## src/rtl/food_spawner.sv

```systemverilog
// Food placement: samples a random coordinate, snaps it to the play grid, and confirms the cell is free with the occupancy checker.
// Optional FOOD_SCAN_FALLBACK_EN: once the random tries are used up, walk the grid cell by cell instead of failing straight away.
module food_spawner #(
    parameter int unsigned GRID      = 20,
    parameter int unsigned X_MIN     = 20,
    parameter int unsigned X_MAX     = 600,
    parameter int unsigned Y_MIN     = 20,
    parameter int unsigned Y_MAX     = 440,
    parameter int unsigned INIT_X    = 300,
    parameter int unsigned INIT_Y    = 200,
    parameter int unsigned MAX_TRIES = 15
) (
    input  logic       clk,
    input  logic       rst,
    input  logic [9:0] rand_x,
    input  logic [8:0] rand_y,
    input  logic       spawn_req,
    output logic       occ_query_valid,
    output logic [9:0] occ_query_x,
    output logic [8:0] occ_query_y,
    input  logic       occ_resp_valid,
    input  logic       occ_hit,
    output logic [9:0] food_x,
    output logic [8:0] food_y,
    output logic       food_valid,
    output logic       spawn_busy,
    output logic       spawn_fail,
    output logic [2:0] dbg_state
);
    localparam logic [9:0] GRID_X = 10'(GRID);
    localparam logic [8:0] GRID_Y = 9'(GRID);
    localparam logic [9:0] XMIN   = 10'(X_MIN);
    localparam logic [9:0] XMAX   = 10'(X_MAX);
    localparam logic [8:0] YMIN   = 9'(Y_MIN);
    localparam logic [8:0] YMAX   = 9'(Y_MAX);
    localparam logic [7:0] TRIES  = 8'(MAX_TRIES);

    typedef enum logic [2:0] {
        S_IDLE   = 3'd0,
        S_SAMPLE = 3'd1,
        S_QUERY  = 3'd2,
        S_COMMIT = 3'd3,
        S_FAIL   = 3'd4
`ifdef FOOD_SCAN_FALLBACK_EN
        ,S_SCAN  = 3'd5
`endif
    } state_t;

    state_t     r_state;
    logic [7:0] r_tries;
    logic [9:0] r_cand_x;
    logic [8:0] r_cand_y;
    logic [9:0] r_food_x;
    logic [8:0] r_food_y;
    logic       r_food_valid;
    logic       r_busy;
    logic       r_fail;
    logic       r_qv;

    // Snap down to the grid, then clamp into the legal play area.
    logic [9:0] w_snap_x;
    logic [8:0] w_snap_y;
    logic [9:0] w_cand_x;
    logic [8:0] w_cand_y;
    assign w_snap_x = rand_x - (rand_x % GRID_X);
    assign w_snap_y = rand_y - (rand_y % GRID_Y);
    assign w_cand_x = (w_snap_x < XMIN) ? XMIN : ((w_snap_x > XMAX) ? XMAX : w_snap_x);
    assign w_cand_y = (w_snap_y < YMIN) ? YMIN : ((w_snap_y > YMAX) ? YMAX : w_snap_y);

`ifdef FOOD_SCAN_FALLBACK_EN
    localparam int unsigned SCAN_CELLS = ((X_MAX - X_MIN) / GRID + 1) * ((Y_MAX - Y_MIN) / GRID + 1);
    localparam logic [9:0]  SCAN_LAST  = 10'(SCAN_CELLS);

    // Scan walks row-major: x first, wrapping into the next row, then back to the top row.
    logic [9:0] r_scan_cnt;
    logic [9:0] w_step_x;
    logic [8:0] w_step_y;
    logic [9:0] w_next_x;
    logic [8:0] w_next_y;
    assign w_step_x = r_cand_x + GRID_X;
    assign w_step_y = r_cand_y + GRID_Y;
    assign w_next_x = (w_step_x > XMAX) ? XMIN : w_step_x;
    assign w_next_y = (w_step_x > XMAX) ? ((w_step_y > YMAX) ? YMIN : w_step_y) : r_cand_y;
`endif

    always_ff @(posedge clk or negedge rst) begin
        if (!rst) begin
            r_state      <= S_IDLE;
            r_tries      <= '0;
            r_cand_x     <= '0;
            r_cand_y     <= '0;
            r_food_x     <= 10'(INIT_X);
            r_food_y     <= 9'(INIT_Y);
            r_food_valid <= 1'b1;
            r_busy       <= 1'b0;
            r_fail       <= 1'b0;
            r_qv         <= 1'b0;
`ifdef FOOD_SCAN_FALLBACK_EN
            r_scan_cnt   <= '0;
`endif
        end else begin
            r_fail <= 1'b0;
            case (r_state)
                // COMMIT already reports not-busy, so it accepts a new request like IDLE.
                S_IDLE, S_COMMIT: begin
                    if (spawn_req) begin
                        r_state      <= S_SAMPLE;
                        r_food_valid <= 1'b0;
                        r_busy       <= 1'b1;
                    end else begin
                        r_state <= S_IDLE;
                    end
                end
                S_SAMPLE: begin
                    r_cand_x <= w_cand_x;
                    r_cand_y <= w_cand_y;
                    r_tries  <= r_tries + 8'd1;
                    r_qv     <= 1'b1;
                    r_state  <= S_QUERY;
                end
                S_QUERY: begin
                    if (occ_resp_valid) begin
                        r_qv <= 1'b0;
                        if (!occ_hit) begin
                            r_food_x     <= r_cand_x;
                            r_food_y     <= r_cand_y;
                            r_food_valid <= 1'b1;
                            r_busy       <= 1'b0;
                            r_tries      <= '0;
                            r_state      <= S_COMMIT;
`ifdef FOOD_SCAN_FALLBACK_EN
                            r_scan_cnt   <= '0;
                        end else if (r_scan_cnt != '0) begin
                            if (r_scan_cnt == SCAN_LAST) begin
                                r_fail     <= 1'b1;
                                r_tries    <= '0;
                                r_scan_cnt <= '0;
                                r_state    <= S_FAIL;
                            end else begin
                                r_state <= S_SCAN;
                            end
`endif
                        end else if (r_tries < TRIES) begin
                            r_state <= S_SAMPLE;
                        end else begin
`ifdef FOOD_SCAN_FALLBACK_EN
                            r_state <= S_SCAN;
`else
                            r_fail  <= 1'b1;
                            r_tries <= '0;
                            r_state <= S_FAIL;
`endif
                        end
                    end
                end
`ifdef FOOD_SCAN_FALLBACK_EN
                S_SCAN: begin
                    r_cand_x   <= w_next_x;
                    r_cand_y   <= w_next_y;
                    r_scan_cnt <= r_scan_cnt + 10'd1;
                    r_qv       <= 1'b1;
                    r_state    <= S_QUERY;
                end
`endif
                S_FAIL: begin
                    r_busy  <= 1'b0;
                    r_state <= S_IDLE;
                end
                default: r_state <= S_IDLE;
            endcase
        end
    end

    assign occ_query_valid = r_qv;
    assign occ_query_x     = r_cand_x;
    assign occ_query_y     = r_cand_y;
    assign food_x          = r_food_x;
    assign food_y          = r_food_y;
    assign food_valid      = r_food_valid;
    assign spawn_busy      = r_busy;
    assign spawn_fail      = r_fail;
    assign dbg_state       = r_state;
endmodule

```

## config.mk

```make
export PLATFORM = sky130hd
export DESIGN_NAME = food_spawner
export DESIGN_NICKNAME = d
export VERILOG_FILES = /design/src/rtl/food_spawner.sv
export SDC_FILE = /design/constraint.sdc
export NUM_CORES = 1
export LEC_CHECK = 0
export BUFFER_PORTS_ARGS = -buffer_cell sky130_fd_sc_hd__buf_4
export CAP_MARGIN = 20
export CORE_MARGIN = 5
export CORE_UTILIZATION = 43
export CTS_CLUSTER_DIAMETER = 100
export DETAILED_ROUTE_END_ITERATION = 10
export GPL_TIMING_DRIVEN = 0
export PLACE_DENSITY = 0.74
export SLEW_MARGIN = 10
export SYNTH_ARGS = -nofsm -noshare
export SYNTH_HDL_FRONTEND = slang
export SYNTH_SLANG_ARGS = --single-unit
```

## constraint.sdc

```tcl
create_clock -name clk -period 4.9 [get_ports clk]
set_input_delay 0.49 -clock clk [delete_from_list [all_inputs] [get_ports clk]]
set_output_delay 0.49 -clock clk [all_outputs]
set_load 0.03 [all_outputs]
```

**Word-level counts from Yosys, hierarchy flattened**

Index checks and enable logic that the tools add are counted.

- Add/subtract/negate cells: 3
- Multipliers: 0
- Div/mod/pow operators: 2
- Magnitude comparators: 5
- Equality and inequality tests: 8
- Shifts and indexed selects: 0
- Multiplexer cells: 27
- Bitwise logic cells: 1
- Reduce and logical (&&, ||, !) cells: 10

Operators by type and width:

| operator | count |
|---|---|
| two-way mux 8 bit | 3 |
| two-way mux 10 bit | 2 |
| two-way mux 9 bit | 2 |
| one-hot mux 8 bit (2 select lines) | 1 |
| two-way mux 1 bit | 12 |
| greater-than comparator 10 bit, second input constant | 1 |
| < comparator 10 x 5 -> 1 bit, second input constant | 1 |
| remainder unit 10 x 5 -> 10 bit, second input constant | 1 |
| subtractor 10 bit | 1 |
| greater-than comparator 9 bit, second input constant | 1 |
| < comparator 9 x 5 -> 1 bit, second input constant | 1 |
| remainder unit 9 x 5 -> 9 bit, second input constant | 1 |
| two-way mux 3 bit | 3 |
| one-hot mux 3 bit (3 select lines) | 1 |
| subtractor 9 bit | 1 |
| adder 8 x 1 -> 8 bit, second input constant | 1 |
| < comparator 8 x 4 -> 1 bit, second input constant | 1 |
| AND reduction 4 bit | 2 |
| == test 3 x 2 -> 1 bit, second input constant | 2 |
| != test 2 bit, second input constant | 3 |
| AND reduction 3 bit | 2 |
| one-hot mux 1 bit (2 select lines) | 2 |
| nonzero test 2 bit | 2 |
| == test 3 x 1 -> 1 bit, second input constant | 1 |
| 8 further kinds | 8 |

- Register bits after elaboration: 53
- Latch bits: 0
- Bits in writable memories: 0
- ROM bits: 0
- Output and inout bits: 45
- Logic and storage cells: 66
- Memories: 0

**Depth between registers and ports, before layout**

Gate-level depths: netlist of run 1.

- Word-level depth: 5
- Depth in mapped cells: 17

**Worst setup path before layout of run 1**

No wires, ideal clock.

- Path type: input -> register
- Start: input rand_x[6]
- End: register r_cand_x[3], in the netlist occ_query_x[3]
- Data arrival time: 3.903 ns
- Required time: 4.810 ns
- Setup slack: 0.907 ns
- Stages on the path: 15
- Buffers on the path: 1
- Cells stage by stage: buf_4 -> nor3b_1 -> o21a_1 -> a2111oi_1 -> a2bb2oi_1 -> nor3_1 -> a211o_1 -> ha_1 -> or3_4 -> o221ai_4 -> and3b_1 -> a311o_1 -> a31o_2 -> nor2b_4 -> o31ai_4

- Cells in the longest elaborated chain, start to end: 5
- Elaborated cells between the ends (all ways): 6

RTL lines:

| what | RTL line | source |
|---|---|---|
| start, declared | 15 | `input logic [9:0] rand_x,` |
| remainder unit 10 x 5 -> 10 bit | 65 | `assign w_snap_x = rand_x - (rand_x % GRID_X);` |
| subtractor 10 bit (*) | 65 |  |
| greater-than comparator 10 bit | 67 | `assign w_cand_x = (w_snap_x < XMIN) ? XMIN : ((w_snap_x > XMAX) ? XMAX : w_snap_x);` |
| two-way mux 10 bit | 67 |  |
| two-way mux 10 bit (*) | 67 |  |
| end signal, assigned | 115 | `r_cand_x <= w_cand_x;` |
| end, declared | 51 | `logic [9:0] r_cand_x;` |

Every way passes the cells marked *; elsewhere a longest branch is shown, timed or not.
A chain may end at the register's enable or synchronous reset.

**Worst setup path in the final report of run 1**

Same ends and word-level chain as after synthesis.

==> impl_metrics.csv, run 1 <==
group,metric,value,unit
floorplanning,num_rows,35,
clock_network,cts.sinks,45,
timing,final-max-slew-violation-count,0,
logic_synthesis,netlist-cell-type-count,83,
clock_network,cts_buffer_depth,2,
logic_synthesis,yosys_warnings,0,
worst_setup_path,cp_cell_sequence,"buf_4, buf_4, nor3b_1, o21a_1, a2111oi_1, a2bb2oi_1, nand3_1, a21boi_0, a211oi_1, ha_1, or3_4, o221ai_4, and3b_1, a311o_1, a31o_2, nor2b_4, o31ai_4",
route,routedWlPerCell,14.8,um
global_routing,grt.overflow.total,0,
floorplanning,io_pins,69,
clock_network,clkTransAtPathRegs,0.08,ns
timing,fmax,234,MHz
global_routing,grt_pass1_vias,3587,
clock_network,cts_made_buffers,5,
run,cap_violations,0,
timing,rsz0062_at_grt,"no",
final_layout,final_layout_size_suffix_gt1_frac,0.221,
final_layout,mostFrequentLayoutCell,"buf_4",
worst_setup_path,start_kind,"primary input",
clock_network,root_buffer,"clkbuf_8",
timing,hold_viol,0,
global_routing,antenna_found_initial,0,
timing,tightest_slew,0.719,ns
clock_network,cts_setup_buffers,0,
timing,fin_crit_sh,0.874,
route,detail_route.first_pass.iterations,5,
power,powerDensity,482,nW/um^2
run_status,outcome,"completed",
timing,relSlewSlack,0.520,
worst_setup_path,crit_required,5.11,ns
route,routed_via_density,5.72,
logic_synthesis,netlist_instances,471,
global_routing,grtUsageTotal,0.174,
power,ir_drop,195,uV
global_routing,met3_usage,0.0294,
final_layout,utilization,0.511,
clock_network,cts_tree,"yes",
route,ant_nets,0,
worst_setup_path,cp_slowest_cell,"a2bb2oi_1",
route,via_count,3770,
worst_setup_path,cp_top_family,"compound AO/OA/AOI/OAI gates",
logic_synthesis,synth-seq-cells,45,
floorplanning,die_height,106,um
floorplanning,die_area,11200,um^2
logic_synthesis,ys_seq_area_frac,0.288,
logic_synthesis,syn_avg_cell_area,8.37,um^2
global_routing,use_met1,0.224,
final_layout,synthToLayoutAreaGrowth,18.0,%
route,drt_iter0_markers,153,
final_layout,final_nets,587,
global_routing,grt_max_degree,46,
logic_synthesis,async_reset_ff_frac,1.00,
worst_setup_path,path_max_fanout,10,
timing,totalNegativeSetupSlack,0,ns
placed_design,dp_hpwl,7.43,mm
logic_synthesis,synth_flop_cell,"dfrtp_1",
logic_synthesis,syn-cell-area,3940,um^2
floorplanning,core,9110,um^2
final_layout,antenna_cells,0,
min_path,hold_path.class,"in2async",
global_routing,grt-busiest-layer,"met2",
final_layout,final_cell_mix,"buf_4 (66), nor2_1 (41), nand2_1 (37), dfrtp_1 (37), o21ai_0 (28)",
global_routing,grt_use_met2,0.304,
global_routing,grt_pass1_wl,16.5,mm
floorplanning,fp.dieW,106,um
placed_design,routabilityCongestion,0.864,
clock_network,post_cts_resized,0,
clock_network,hold_buffers,0,
worst_setup_path,crit_path_frequent_cell,"buf_4",
timing,setup_viol,0,
clock_network,clk_latency,0.29,ns
placed_design,portBuffers,56,
worst_setup_path,critPathBufInv,2,
floorplanning,initial_core_util,0.433,
worst_setup_path,arrival,4.50,ns
timing,period_needed,4.28,ns
timing,skew,0.00148,ns
worst_setup_path,criticalPathCategory,"in2reg",
route,wl,9.76,mm
power,p_leak,2.03,nW
clock_network,h-tree-depth,2,
route,drc,0,
logic_synthesis,synth-edff-count,0,
worst_setup_path,cpPeakStageDelay,0.55,ns
worst_setup_path,end_kind,"flop",
==> cell type report <==
class                   instances  area, um^2
flip-flops and latches         45        1140
multi-input cells             391        2630
well taps                     111         139
fillers                       875        4460
plain buffers                  35         180
clock buffers                   7        96.3
repair buffers                 56         420
inverters                      13        48.8
clock inverters                 1        5.00
==> report_power, final <==
group	switching [mW]	internal, mW	total, mW
combinational	0.787	0.507	1.29
sequential	0.138	0.560	0.698
clock	0.121	0.127	0.248
==> worst paths after layout <==
| kind | start | end | slack, ns | depth (start not counted) |
|---|---|---|---|---|
| worst max-delay path | rand_x[6] | occ_query_x[3] | 0.62 | 17 |
| worst min-delay path | rst | spawn_busy | 0.18 | 1 |
| worst max register to register | dbg_state[1] | food_x[7] | 2.67 | 6 |
| worst min register to register | food_valid | food_valid | 0.49 | 2 |
| max in group asynchronous | rst | food_x[5] | 4.33 | 1 |
| min in group clk | food_valid | food_valid | 0.49 | 2 |
==> state kept, by name, indices dropped and copies added (netlist names) <==
| name | cells |
|---|---|
| occ_query_x | 8 |
| spawn_fail | 1 |
| r_tries | 8 |
| food_y | 7 |
| spawn_busy | 1 |
| occ_query_valid | 1 |
| occ_query_y | 7 |
| dbg_state | 3 |
| food_x | 8 |
| food_valid | 1 |
==> cell families (layout without fill, tap and decap cells) <==
logic type                 after synthesis  count (layout)  synth area share
and+or+nand+nor                        176             176             0.235
AOI/OAI and AO/OA                      148             148             0.268
buffers and inverters                   48             112            0.0581
DFF                                     45              45             0.288
muxes                                   21              21            0.0581
adders and majority gates               16              16            0.0508
xor gates and xnor gates                15              15            0.0400
other                                    2              15           0.00191
==> stage by stage <==
step	instance area, um^2	hold slack [ns]	setup slack [ns]	cells	total power [mW]
after detailed placement	4550	0.485	0.352	651	2.00
after floorplan	3990	0.194	0.907	484	1.57
final	4650	0.178	0.618	659	2.24
after CTS	4650	0.194	0.667	659	2.26
after global placement	4550	0.483	0.439	651	1.96
after global routing	4650	0.224	0.401	659	2.40
==> Yosys cell counts, types with 4 or more instances <==
cell type | count | share of area
dfstp_2 | 8 | 0.053
nor3_1 | 20 | 0.025
nor2_1 | 41 | 0.039
a21o_1 | 5 | 0.0095
o21bai_1 | 4 | 0.0076
nand3_1 | 14 | 0.018
ha_1 | 16 | 0.051
a211oi_1 | 5 | 0.0095
buf_4 | 10 | 0.019
o21ai_1 | 5 | 0.0063
xnor2_1 | 9 | 0.020
xor2_1 | 4 | 0.0089
o21a_1 | 6 | 0.011
o21ai_0 | 28 | 0.036
mux2i_1 | 6 | 0.015
inv_1 | 13 | 0.012
a21oi_1 | 27 | 0.034
nor2b_1 | 12 | 0.019
and3_1 | 4 | 0.0063
o211ai_1 | 5 | 0.0095
buf_2 | 9 | 0.011
dfrtp_1 | 37 | 0.23
nor3b_1 | 7 | 0.013
nand2b_1 | 8 | 0.013
mux2_2 | 15 | 0.043
and2_1 | 5 | 0.0079
or3_1 | 4 | 0.0063
nand2_1 | 37 | 0.035
o31ai_1 | 5 | 0.0095
a31oi_1 | 5 | 0.0079
o221ai_1 | 5 | 0.011
clkbuf_1 | 15 | 0.014
==> per-layer routing <==
metal	vias up	routed length [um]
met5	-	0
met2	115	4740
met1	1761	4380
met4	0	109
met3	15	528
li1	1879	-
Power figures use the tool's default switching activity.
==> run 2, diff against run 1 <==
- CORE_MARGIN: 5 -> 2
==> run 2 against run 1 <==
Wire length is 4.2% lower. Critical endpoint unchanged. Highest routed layer unchanged. Setup slack got worse by 0.041 ns. Combinational power about the same.
==> impl_metrics.csv, run 2 (same netlist as run 1, synthesis figures left out) <==
group,metric,value,unit
floorplanning,num_rows,34,
placed_design,routabilityCongestion,0.924,
global_routing,grt_pass1_wl,15.7,mm
timing,totalNegativeSetupSlack,0,ns
worst_setup_path,crit_required,5.12,ns
worst_setup_path,reg2reg_depth,6,
floorplanning,fp.dieW,99.7,um
clock_network,cts.sinks,45,
final_layout,final_nets,587,
timing,hold_viol,0,
worst_setup_path,end_kind,"flop",
timing,rsz0062_at_grt,"no",
floorplanning,core,8810,um^2
route,via_count,3838,
worst_setup_path,start_kind,"primary input",
power,p_leak,2.02,nW
clock_network,cts_setup_buffers,0,
global_routing,grt_max_degree,46,
floorplanning,initial_core_util,0.448,
timing,fmax,231,MHz
placed_design,portBuffers,56,
floorplanning,die_area,9950,um^2
route,wl_met2,4.29,mm
final_layout,final_cell_area,4630,um^2
timing,final-max-slew-violation-count,0,
global_routing,antenna_found_initial,0,
run_status,outcome,"completed",
timing,setup_viol,0,
worst_setup_path,path_max_fanout,10,
worst_setup_path,cp_cell_sequence,"buf_4, buf_4, nor3b_1, o21a_1, a2111oi_1, a2bb2oi_1, nand3_1, a21boi_0, a211oi_1, ha_1, or3_4, o221ai_4, and3b_1, a311o_1, a31o_2, nor2b_4, o31ai_4",
power,powerDensity,475,nW/um^2
final_layout,synthToLayoutAreaGrowth,17.6,%
placed_design,dp_hpwl,7.03,mm
final_layout,final_cell_mix,"buf_4 (66), nor2_1 (41), nand2_1 (37), dfrtp_1 (37), o21ai_0 (28)",
route,wl_met3,513,um
clock_network,post_cts_resized,0,
timing,timing.hold.ws,0.176,ns
route,ant_nets,0,
worst_setup_path,cp_top_family,"compound AO/OA/AOI/OAI gates",
placed_design,dpl.cell_count,648,
floorplanning,io_pins,69,
worst_setup_path,critPathBufInv,2,
clock_network,cts_tree,"yes",
clock_network,hold_buffers,0,
timing,tightest_slew,0.656,ns
placed_design,pre_cts_slack,0.373,ns
route,wl,9.36,mm
timing,relSlewSlack,0.563,
clock_network,clkTransAtPathRegs,0.08,ns
route,routed_via_density,5.85,
global_routing,grtUsageTotal,0.185,
run,cap_violations,0,
global_routing,grt_pass1_vias,3511,
timing,period_needed,4.32,ns
timing,timing.final.ws_setup,0.577,ns
clock_network,root_buffer,"clkbuf_8",
final_layout,final_layout_size_suffix_gt1_frac,0.219,
min_path,hold_path.class,"in2async",
route,detail_route.first_pass.iterations,4,
route,highest_layer,"met4",
final_layout,stdcell_count,656,
clock_network,cts_made_buffers,5,
clock_network,cts_buffer_depth,2,
worst_setup_path,cp_slowest_cell,"a2bb2oi_1",
final_layout,antenna_cells,0,
route,drt_iter0_markers,225,
floorplanning,die_height,99.7,um
power,ir_drop,186,uV
route,routedWlPerCell,14.3,um
timing,fin_crit_sh,0.882,
route,wl_met1,4.42,mm
timing,skew,0.00727,ns
placed_design,placed_area,4550,um^2
final_layout,nFillCells,806,
route,drc,0,
worst_setup_path,cpPeakStageDelay,0.57,ns
clock_network,h-tree-depth,2,
clock_network,clk_latency,0.30,ns
worst_setup_path,crit_path_frequent_cell,"buf_4",
global_routing,grt.overflow.total,0,
final_layout,mostFrequentLayoutCell,"buf_4",
worst_setup_path,criticalPathCategory,"in2reg",
worst_setup_path,crit_cells,17,
worst_setup_path,arrival,4.54,ns
run 2: metrics by stage:
step | util | power, mW
global placement | 0.516 | 1.94
finish | 0.526 | 2.20
CTS | 0.526 | 2.21
floorplan | - | 1.57
detailed placement | 0.516 | 1.98
global route | 0.526 | 2.36
run 2: layout make-up:
cell class,count,area (um^2),share of cell area
sequential,45,1140,0.245
multi-input combinational,391,2630,0.567
tap,108,135,0.0292
clock buffer,6,72.6,0.0157
buffer,35,180,0.0389
inverter,13,48.8,0.0105
timing repair buffer,56,420,0.0907
clock inverter,2,15.0,0.00324
run 2: path summary, 6_finish.rpt:
path / slack [ns] / end / from
worst max-delay path: 0.58 / occ_query_x[3] / rand_x[6]
worst min-delay path: 0.18 / dbg_state[2] / rst
worst max register to register: 2.66 / food_x[9] / dbg_state[1]
worst min register to register: 0.49 / food_valid / food_valid
max in group asynchronous: 4.34 / food_x[8] / rst
min in group clk: 0.48 / dbg_state[0] / spawn_req
run 2: report_power, final:
| part | switching, mW | internal [mW] |
|---|---|---|
| Combinational | 0.780 | 0.507 |
| Sequential | 0.128 | 0.560 |
| Clock | 0.125 | 0.100 |
run 2: metal layers:
metal  GRT usage  vias up
li1            -     1876
met4      0.0516        0
met5           0        -
met1       0.251     1811
met2       0.305      132
met3      0.0309       19
==> run 3, diff against run 2 <==
- GPL_TIMING_DRIVEN: 0 -> unset
==> run 3 against run 2 <==
Sequential power rose by 2%. Maximum frequency rose by 3.1%. Register-to-register slack improved by 0.07 ns. Clock power rose by 28%. Hold slack improved by 0.0015 ns. Wire length fell by 7.3%. Largest power group unchanged. Global-route usage fell by 0.90 points. Sequential cell count did not move. Setup slack improved by 0.13 ns. Largest cell class unchanged. Critical path depth fell by 2. Sequential share of layout area rose by 0.81 points. Power rose by 1.0%. Critical path type unchanged.
==> impl_metrics.csv, run 3 (same netlist as run 1, synthesis figures left out) <==
group,metric,value,unit
run_status,outcome,"completed",
placed_design,pre_cts_slack,0.436,ns
worst_setup_path,reg2reg_depth,4,
power,p_leak,1.93,nW
timing,fmax,238,MHz
timing,relSlewSlack,0.475,
timing,setup_viol,0,
floorplanning,io_pins,69,
run,cap_violations,0,
worst_setup_path,path_max_fanout,20,
floorplanning,num_rows,34,
clock_network,cts_made_buffers,5,
placed_design,routabilityCongestion,0.864,
timing,totalNegativeSetupSlack,0,ns
final_layout,synthToLayoutAreaGrowth,13.8,%
worst_setup_path,crit_path_frequent_cell,"nor3_1",
worst_setup_path,crit_required,5.08,ns
final_layout,final_cell_mix,"buf_4 (56), nor2_1 (41), nand2_1 (37), dfrtp_1 (37), o21ai_0 (28)",
timing,final-max-slew-violation-count,0,
timing,hold_viol,0,
floorplanning,core,8810,um^2
route,routedWlPerCell,14.0,um
worst_setup_path,critPathBufInv,1,
final_layout,register_area,1140,um^2
worst_setup_path,arrival,4.37,ns
worst_setup_path,r2r_slack,2.73,ns
worst_setup_path,cpPeakStageDelay,0.53,ns
route,ant_nets,0,
final_layout,final_layout_size_suffix_gt1_frac,0.199,
final_layout,final_cell_area,4490,um^2
clock_network,cts.sinks,45,
power,powerDensity,495,nW/um^2
worst_setup_path,end_kind,"flop",
power,ir_drop,208,uV
timing,period_needed,4.19,ns
route,detail_route.first_pass.iterations,4,
clock_network,clk_latency,0.29,ns
worst_setup_path,cp_cell_sequence,"buf_4, a21boi_1, a211oi_1, a2111oi_1, a2bb2oi_1, nor3_1, a211o_1, ha_1, or3_4, o221ai_4, and3b_1, a311o_1, and4_2, nor3_1, a21oi_1",
route,drc,0,
clock_network,h-tree-depth,2,
timing,fin_crit_sh,0.856,
route,via_count,3616,
final_layout,mostFrequentLayoutCell,"buf_4",
floorplanning,fp.dieW,99.7,um
worst_setup_path,cp_slowest_cell,"a2bb2oi_1",
final_layout,multi_input_area,2630,um^2
clock_network,cts_setup_buffers,0,
timing,tightest_slew,0.788,ns
clock_network,hold_buffers,0,
timing,timing.hold.ws,0.178,ns
placed_design,dp_hpwl,6.41,mm
global_routing,grt_pass1_vias,3274,
global_routing,grtUsageTotal,0.176,
timing,rsz0062_at_grt,"no",
global_routing,grt.overflow.total,0,
global_routing,grt_pass1_wl,15.0,mm
route,wl,8.68,mm
min_path,hold_path.class,"in2async",
power,p_total,2.22,mW
worst_setup_path,start_kind,"primary input",
clock_network,cts_tree,"yes",
floorplanning,initial_core_util,0.448,
route,routed_via_density,5.82,
worst_setup_path,criticalPathCategory,"in2reg",
floorplanning,die_area,9950,um^2
final_layout,nFillCells,814,
clock_network,post_cts_resized,0,
clock_network,root_buffer,"clkbuf_8",
route,drt_iter0_markers,166,
worst_setup_path,cp_top_family,"compound AO/OA/AOI/OAI gates",
global_routing,antenna_found_initial,0,
final_layout,final_nets,552,
worst_setup_path,timing.rr.end,"occ_query_y[4]",
timing,timing.final.ws_setup,0.706,ns
timing,skew,0.00712,ns
placed_design,portBuffers,56,
clock_network,cts_buffer_depth,2,
worst_setup_path,r2r_start,"dbg_state[0]",
clock_network,clkTransAtPathRegs,0.09,ns
global_routing,grt_max_degree,46,
placed_design,placed_area,4370,um^2
final_layout,antenna_cells,0,
floorplanning,die_height,99.7,um
## run 3: changes by cell type in the layout (fill, tap and decap cells not counted)
cell | before | now
buf_1 | 1 | 0
clkbuf_1 | 16 | 0
bufinv_16 | 0 | 1
clkinvlp_4 | 2 | 1
clkbuf_8 | 5 | 6
buf_2 | 9 | 0
buf_4 | 66 | 56
## run 3: area by class of cell
class	count	area share
clock inverter	2	0.00837
timing repair buffer	56	0.0937
sequential	45	0.253
inverter	13	0.0109
tap	108	0.0301
clock buffer	6	0.0184
multi-input combinational	391	0.585
## run 3: how the worst max path moves through the flow
stage,start,endpoint,slack (ns),cells after the start
6_report,rand_x[6],occ_query_x[4],0.71,15
4_1_cts,rand_x[6],occ_query_x[4],0.75,15
3_5_place_dp,rand_x[6],occ_query_x[4],0.44,15
5_1_grt,rand_x[6],occ_query_x[4],0.29,16
3_3_place_gp,rand_x[6],occ_query_x[4],0.56,16
2_1_floorplan,rand_x[6],occ_query_x[3],0.91,15
## run 3: where the power goes
part | internal, mW | switching [mW] | leakage (nW)
clock network | 0.166 | 0.123 | 0.0574
registers | 0.560 | 0.142 | 0.526
logic | 0.486 | 0.746 | 1.35
total | 1.21 | 1.01 | 1.93
## run 3: layer usage
layer  up-vias  share of wire  global-route usage
met3         9          0.036              0.0274
li1       1818              -                   -
met5         -              0                   0
met1      1714           0.48               0.240
met2        75           0.48               0.299
met4         0         0.0077              0.0306
## run 3: per-stage QoR
stage | utilization | cells
floorplan | - | 484
global placement | 0.496 | 613
detailed placement | 0.496 | 613
CTS | 0.509 | 621
global route | 0.509 | 621
finish | 0.509 | 621
